<file path="src/rtl/synch_fifo_gnt_if.sv">
// synch_fifo_gnt_if: request-port bundle between a processing element (master) and the grant FIFO (slave)
//   master drives write_en/write_data/read_en/nxt_gnt/err_clr; slave returns data, level and error flags
interface synch_fifo_gnt_if #(
  parameter int FIFO_PTR   = 4,
  parameter int FIFO_WIDTH = 32
);
  logic                  write_en;
  logic [FIFO_WIDTH-1:0] write_data;
  logic                  read_en;
  logic                  nxt_gnt;
  logic                  err_clr;
  logic [FIFO_WIDTH-1:0] read_data;
  logic                  full;
  logic                  empty;
  logic                  almost_full;
  logic                  almost_empty;
  logic [FIFO_PTR:0]     room_avail;
  logic [FIFO_PTR:0]     data_avail;
  logic                  req;
  logic                  overflow;
  logic                  underflow;
  modport master (
    output write_en, write_data, read_en, nxt_gnt, err_clr,
    input  read_data, full, empty, almost_full, almost_empty, room_avail, data_avail, req, overflow, underflow
  );
  modport slave (
    input  write_en, write_data, read_en, nxt_gnt, err_clr,
    output read_data, full, empty, almost_full, almost_empty, room_avail, data_avail, req, overflow, underflow
  );
endinterface

</file>
<file path="src/rtl/synch_fifo_gnt.sv">
// synch_fifo_gnt: any-depth synchronous FIFO with peek/commit reads, level thresholds and sticky errors
//   clk/rst: rising-edge clock, async active-high reset; bus: slave side of synch_fifo_gnt_if
module synch_fifo_gnt #(
  parameter int FIFO_PTR   = 4,
  parameter int FIFO_WIDTH = 32,
  parameter int FIFO_DEPTH = 16,
  parameter int AF_LEVEL   = FIFO_DEPTH - 2,
  parameter int AE_LEVEL   = 2
) (
  input logic               clk,
  input logic               rst,
  synch_fifo_gnt_if.slave   bus
);
  localparam int CW = FIFO_PTR + 1;
  localparam logic [FIFO_PTR:0]   DEPTH_C = CW'(FIFO_DEPTH);
  localparam logic [FIFO_PTR:0]   AF_C    = CW'(AF_LEVEL);
  localparam logic [FIFO_PTR:0]   AE_C    = CW'(AE_LEVEL);
  localparam logic [FIFO_PTR-1:0] LAST_C  = FIFO_PTR'(FIFO_DEPTH - 1);
  logic [FIFO_WIDTH-1:0] mem_q [FIFO_DEPTH];
  logic [FIFO_PTR-1:0]   wr_ptr_q, wr_ptr_d, rd_ptr_q, rd_ptr_d;
  logic [FIFO_PTR:0]     count_q, count_d;
  logic [FIFO_WIDTH-1:0] read_data_q, read_data_d;
  logic                  overflow_q, overflow_d, underflow_q, underflow_d;
  logic                  full, empty, wr_ok, rd_ok, pop_ok;
  always_comb begin
    full        = count_q == DEPTH_C;
    empty       = count_q == '0;
    wr_ok       = bus.write_en & ~full;
    rd_ok       = bus.read_en & ~empty;
    pop_ok      = rd_ok & bus.nxt_gnt;
    wr_ptr_d    = wr_ok ? (wr_ptr_q == LAST_C ? '0 : wr_ptr_q + 1'b1) : wr_ptr_q;
    rd_ptr_d    = pop_ok ? (rd_ptr_q == LAST_C ? '0 : rd_ptr_q + 1'b1) : rd_ptr_q;
    count_d     = count_q + CW'(wr_ok) - CW'(pop_ok);
    read_data_d = rd_ok ? mem_q[rd_ptr_q] : read_data_q;
    // a new error in the same cycle as err_clr keeps the flag set
    overflow_d  = (bus.write_en & full) | (overflow_q & ~bus.err_clr);
    underflow_d = (bus.read_en & bus.nxt_gnt & empty) | (underflow_q & ~bus.err_clr);
  end
  always_ff @(posedge clk or posedge rst)
    if (rst) begin
      wr_ptr_q    <= '0;
      rd_ptr_q    <= '0;
      count_q     <= '0;
      read_data_q <= '0;
      overflow_q  <= 1'b0;
      underflow_q <= 1'b0;
    end else begin
      wr_ptr_q    <= wr_ptr_d;
      rd_ptr_q    <= rd_ptr_d;
      count_q     <= count_d;
      read_data_q <= read_data_d;
      overflow_q  <= overflow_d;
      underflow_q <= underflow_d;
    end
  always_ff @(posedge clk)
    if (wr_ok) mem_q[wr_ptr_q] <= bus.write_data;
  assign bus.read_data    = read_data_q;
  assign bus.full         = full;
  assign bus.empty        = empty;
  assign bus.almost_full  = count_q >= AF_C;
  assign bus.almost_empty = count_q <= AE_C;
  assign bus.room_avail   = DEPTH_C - count_q;
  assign bus.data_avail   = count_q;
  assign bus.req          = ~empty;
  assign bus.overflow     = overflow_q;
  assign bus.underflow    = underflow_q;
endmodule

</file>
<file path="src/flat_wrapper.sv">
// flat-port wrapper written by rule: the top's interface ports become plain ports
module synch_fifo_gnt_flat 
#(
  parameter int FIFO_PTR   = 4,
  parameter int FIFO_WIDTH = 32,
  parameter int FIFO_DEPTH = 16,
  parameter int AF_LEVEL   = FIFO_DEPTH - 2,
  parameter int AE_LEVEL   = 2
)
  (clk, rst, bus_write_en, bus_write_data, bus_read_en, bus_nxt_gnt, bus_err_clr, bus_read_data, bus_full, bus_empty, bus_almost_full, bus_almost_empty, bus_room_avail, bus_data_avail, bus_req, bus_overflow, bus_underflow);
  synch_fifo_gnt_if #(.FIFO_PTR(FIFO_PTR), .FIFO_WIDTH(FIFO_WIDTH)) bus_i ();
  input logic clk;
  input logic rst;
  input wire logic [$bits(bus_i.write_en)-1:0] bus_write_en;
  input wire logic [$bits(bus_i.write_data)-1:0] bus_write_data;
  input wire logic [$bits(bus_i.read_en)-1:0] bus_read_en;
  input wire logic [$bits(bus_i.nxt_gnt)-1:0] bus_nxt_gnt;
  input wire logic [$bits(bus_i.err_clr)-1:0] bus_err_clr;
  output wire logic [$bits(bus_i.read_data)-1:0] bus_read_data;
  output wire logic [$bits(bus_i.full)-1:0] bus_full;
  output wire logic [$bits(bus_i.empty)-1:0] bus_empty;
  output wire logic [$bits(bus_i.almost_full)-1:0] bus_almost_full;
  output wire logic [$bits(bus_i.almost_empty)-1:0] bus_almost_empty;
  output wire logic [$bits(bus_i.room_avail)-1:0] bus_room_avail;
  output wire logic [$bits(bus_i.data_avail)-1:0] bus_data_avail;
  output wire logic [$bits(bus_i.req)-1:0] bus_req;
  output wire logic [$bits(bus_i.overflow)-1:0] bus_overflow;
  output wire logic [$bits(bus_i.underflow)-1:0] bus_underflow;
  assign bus_i.write_en = bus_write_en;
  assign bus_i.write_data = bus_write_data;
  assign bus_i.read_en = bus_read_en;
  assign bus_i.nxt_gnt = bus_nxt_gnt;
  assign bus_i.err_clr = bus_err_clr;
  assign bus_read_data = bus_i.read_data;
  assign bus_full = bus_i.full;
  assign bus_empty = bus_i.empty;
  assign bus_almost_full = bus_i.almost_full;
  assign bus_almost_empty = bus_i.almost_empty;
  assign bus_room_avail = bus_i.room_avail;
  assign bus_data_avail = bus_i.data_avail;
  assign bus_req = bus_i.req;
  assign bus_overflow = bus_i.overflow;
  assign bus_underflow = bus_i.underflow;
  synch_fifo_gnt #(.FIFO_PTR(FIFO_PTR), .FIFO_WIDTH(FIFO_WIDTH), .FIFO_DEPTH(FIFO_DEPTH), .AF_LEVEL(AF_LEVEL), .AE_LEVEL(AE_LEVEL)) u_core (.clk(clk), .rst(rst), .bus(bus_i));
endmodule
</file>
<file path="config.mk">
export PLATFORM = sky130hd
export DESIGN_NAME = synch_fifo_gnt_flat
export DESIGN_NICKNAME = d
export VERILOG_FILES = /design/src/rtl/synch_fifo_gnt_if.sv /design/src/rtl/synch_fifo_gnt.sv /design/src/flat_wrapper.sv
export SDC_FILE = /design/constraint.sdc
export NUM_CORES = 1
export LEC_CHECK = 0
export ABC_AREA = 0
export ABC_CLOCK_PERIOD_IN_PS = 4100
export CAP_MARGIN = 20
export CELL_PAD_IN_SITES_DETAIL_PLACEMENT = 0
export CELL_PAD_IN_SITES_GLOBAL_PLACEMENT = 1
export CORE_MARGIN = 3
export CORE_UTILIZATION = 50
export CTS_BUF_LIST = sky130_fd_sc_hd__clkbuf_8 sky130_fd_sc_hd__clkbuf_16
export CTS_CLUSTER_DIAMETER = 200
export CTS_CLUSTER_SIZE = 16
export DETAILED_ROUTE_END_ITERATION = 10
export PLACE_DENSITY_LB_ADDON = 0.1
export SLEW_MARGIN = 5
export SYNTH_ARGS = -nofsm -noshare
export SYNTH_HDL_FRONTEND = slang
export SYNTH_SLANG_ARGS = --single-unit
</file>
<file path="constraint.sdc">
create_clock -name clk -period 4.1 [get_ports clk]
set_clock_uncertainty 0.15 [all_clocks]
set_input_delay 0.615 -clock clk [delete_from_list [all_inputs] [get_ports clk]]
set_output_delay 0.615 -clock clk [all_outputs]
set_load 0.01 [all_outputs]
</file>
==> impl_metrics.py <==
metrics = {
    "run_status": {
        "status": "complete, no violations",
    },
    "die": {
        "start_util_pct": 50.93,
        "ios": 87,
        "dieArea_um2": 46620,
        "rows": 76,
        "fp.dieW_um": 215.9,
        "coreArea_um2": 43270,
        "die_y_um": 215.9,
    },
    "cells_and_area": {
        "stdcell_count": 1873,
        "layout_common_cells": "512 x edfxtp_1, 128 x mux2i_1, 86 x clkdlybuf4s50_1",
        "diodes": 0,
        "fill_cells": 3251,
        "seq_area_um2": 16560,
        "layout.nets": 1316,
        "multi_input_area_um2": 5017,
        "area_growth_pct": 13.26,
        "drive_above_1_share_pct": 15.45,
        "layout_commonest_cell": "edfxtp_1",
    },
    "global_route": {
        "grt_first_pass_wirelength_mm": 76.04,
        "overflow": 0,
        "grt.total_usage_pct": 22.37,
        "antenna_found_initial": 2,
        "grt_max_degree": 38,
        "first_global_vias": 11240,
    },
    "placement": {
        "post-place-ws_ns": 0.5676,
        "gp_congestion": 0.7777,
        "port-buffer-count": 86,
        "dp_cells": 1800,
        "dp_hpwl_mm": 31.12,
    },
    "drt": {
        "highest_layer": "met5",
        "ant_nets": 0,
        "dr_wl_met3_mm": 2.563,
        "first_pass_iters": 5,
        "route.detailed.drc": 0,
        "routed_wl_mm": 51.27,
        "routedWlPerCell_um": 27.37,
        "met2_length_mm": 25.08,
        "vias_per_cell": 5.799,
        "num_vias": 10860,
        "wl_met1_mm": 22.10,
        "first_iter_violations": 730,
    },
    "sta": {
        "layout_setup_ws_ns": 0.5862,
        "timing.setup.tns_ns": 0,
        "report.final.slew_viol_count": 0,
        "slew_headroom_pct": 32.01,
        "hold_viol": 0,
        "rsz0062_at_grt": "false",
        "hold_slack_ns": 0.3328,
        "setup-violations-final": 0,
        "layout_min_cycle_time_ns": 3.514,
        "timing.fmax_mhz": 284.6,
        "period_share_pct": 85.70,
        "worst_pin_slew_ns": 1.016,
    },
    "power": {
        "irDropWorstVdd_mv": 0.3614,
        "p_leak_nw": 8.444,
        "power_density_nw_per_um2": 644.8,
    },
    "synthesis": {
        "syn_area_per_cell_um2": 19.23,
        "synthDistinctLibCells": 39,
        "ys_async_sr_fraction_pct": 8.408,
        "synth_simple_gate_area_share_pct": 2.527,
        "synth_seq_cells": 559,
        "synth_mux_area_share_pct": 12.68,
        "synth_area_um2": 22030,
        "synth_nets": 1205,
        "ys.warnings.count": 0,
        "synth_cells": 1146,
        "synth_compound_area_share_pct": 5.860,
        "synth_xor_area_share_pct": 0.3180,
        "synth_edf_count": 512,
        "synth_ff_type": "edfxtp_1",
        "synthAdderAreaFrac_pct": 1.227,
        "ys_seq_area_share_pct": 75.12,
        "synth_top_family_by_area": "multiplexers",
    },
    "clock_network": {
        "clk_pin_slew_ns": 0.07,
        "htreeDepth": 2,
        "clk_latency_ns": 0.57,
        "cts_resized": 0,
        "clockRootBuffer": "clkbuf_16",
        "cts_tree": "built",
        "ctsHoldBuffers": 0,
        "cts_max_path_buffers": 3,
        "cts_buffers": 40,
        "post_cts_buffers": 0,
        "clkSinkCount": 559,
    },
    "worst_setup_path": {
        "worst_setup_path_start_kind": "flip-flop",
        "cp.required_ns": 4.20,
        "endpoint_kind": "flip-flop",
        "crit_type": "flip-flop to flip-flop",
        "worstPathMaxFanout": 14,
        "worstPathArrival_ns": 3.62,
    },
    "run": {
        "maxCapViolCount": 0,
    },
    "hold_path": {
        "worstHoldPathType": "flip-flop to flip-flop",
    },
}
registers in the layout (all words and copies together) (netlist names):
| signal | count |
|---|---|
| u_core.rd_ptr_q | 4 |
| u_core.bus.underflow | 1 |
| u_core.mem_q | 512 |
| u_core.wr_ptr_q | 4 |
| u_core.bus.data_avail | 5 |
| u_core.bus.read_data | 32 |
| u_core.bus.overflow | 1 |
worst paths after layout:
path | endpoint | from | cells past startpoint | slack, ns
worst max-delay path | u_core.mem_q[7][6] | u_core.bus.data_avail[1] | 9 | 0.59
worst min-delay path | u_core.bus.read_data[7] | u_core.bus.read_data[7] | 2 | 0.33
worst max register to register | u_core.mem_q[7][6] | u_core.bus.data_avail[1] | 9 | 0.59
worst min register to register | u_core.bus.read_data[7] | u_core.bus.read_data[7] | 2 | 0.33
max in group asynchronous | u_core.bus.data_avail[2] | rst | 3 | 2.55
min in group asynchronous | u_core.bus.overflow | rst | 2 | 0.37
power breakdown:
part | internal [mW] | total [mW] | switching (mW)
clock | 1.85 | 3.70 | 1.84
combinational | 2.19 | 5.05 | 2.86
sequential | 6.96 | 7.35 | 0.390
total | 11.0 | 16.1 | 5.10
logic make-up (layout without fill, tap and decap cells):
logic type               count (synthesis)  in the layout
XOR/XNOR                                 8              8
buffers and inverters                   84            226
AO/OA/AOI/OAI                          174            174
multiplexers                           193            193
flip-flops                             559            559
adder cells (fa/ha/maj)                 21             21
AND/OR/NAND/NOR                        107            107
final cells by class:
type	count	share of cell area, %
clock inverters	31	0.5164
well taps	585	2.933
multi-input cells	503	20.11
repair buffers	136	5.605
flip-flops and latches	559	66.37
clock buffers	42	4.212
inverters	17	0.2557
stage by stage:
step	cell area (µm²)	total power, mW	util [%]
5_1_grt	24960	16.86	57.68
2_1_floorplan	22030	10.56	-
6_report	24960	16.09	57.68
3_5_place_dp	23780	12.59	54.95
4_1_cts	24960	16.27	57.68
3_3_place_gp	23780	12.57	54.95
critical path: stages, from the launching register on:
cell	delay, ns
dfrtp_1	0.42
inv_1	0.16
ha_1	0.24
and2_1	0.18
ha_1	0.21
nor2b_1	0.52
and2_1	0.29
nor2b_1	0.28
and2_2	0.45
buf_4	0.31
Yosys cell counts (5+ instances only):
| cell | count | share of area (%) |
|---|---|---|
| a211oi_2 | 32 | 1.8 |
| and2_1 | 14 | 0.40 |
| buf_2 | 10 | 0.23 |
| buf_4 | 8 | 0.27 |
| buf_6 | 11 | 0.56 |
| clkbuf_1 | 31 | 0.53 |
| dfrtp_1 | 47 | 5.3 |
| edfxtp_1 | 512 | 70 |
| ha_1 | 20 | 1.1 |
| inv_1 | 17 | 0.29 |
| mux2i_1 | 128 | 5.8 |
| mux4_1 | 16 | 1.9 |
| mux4_2 | 48 | 4.9 |
| nand2_1 | 41 | 0.70 |
| nor2b_1 | 36 | 1.0 |
| o21ai_0 | 5 | 0.11 |
| o21ai_1 | 32 | 0.73 |
| o22ai_1 | 64 | 1.8 |
| o31ai_1 | 33 | 1.1 |
| xnor2_1 | 7 | 0.28 |
per-layer routing:
metal | track usage (%) | up-vias
li1 | - | 4817
met1 | 31.40 | 5679
met2 | 36.47 | 290
met3 | 3.492 | 71
met4 | 7.310 | 4
met5 | 0 | -
Note: power is estimated with default switching activity, not from simulation.
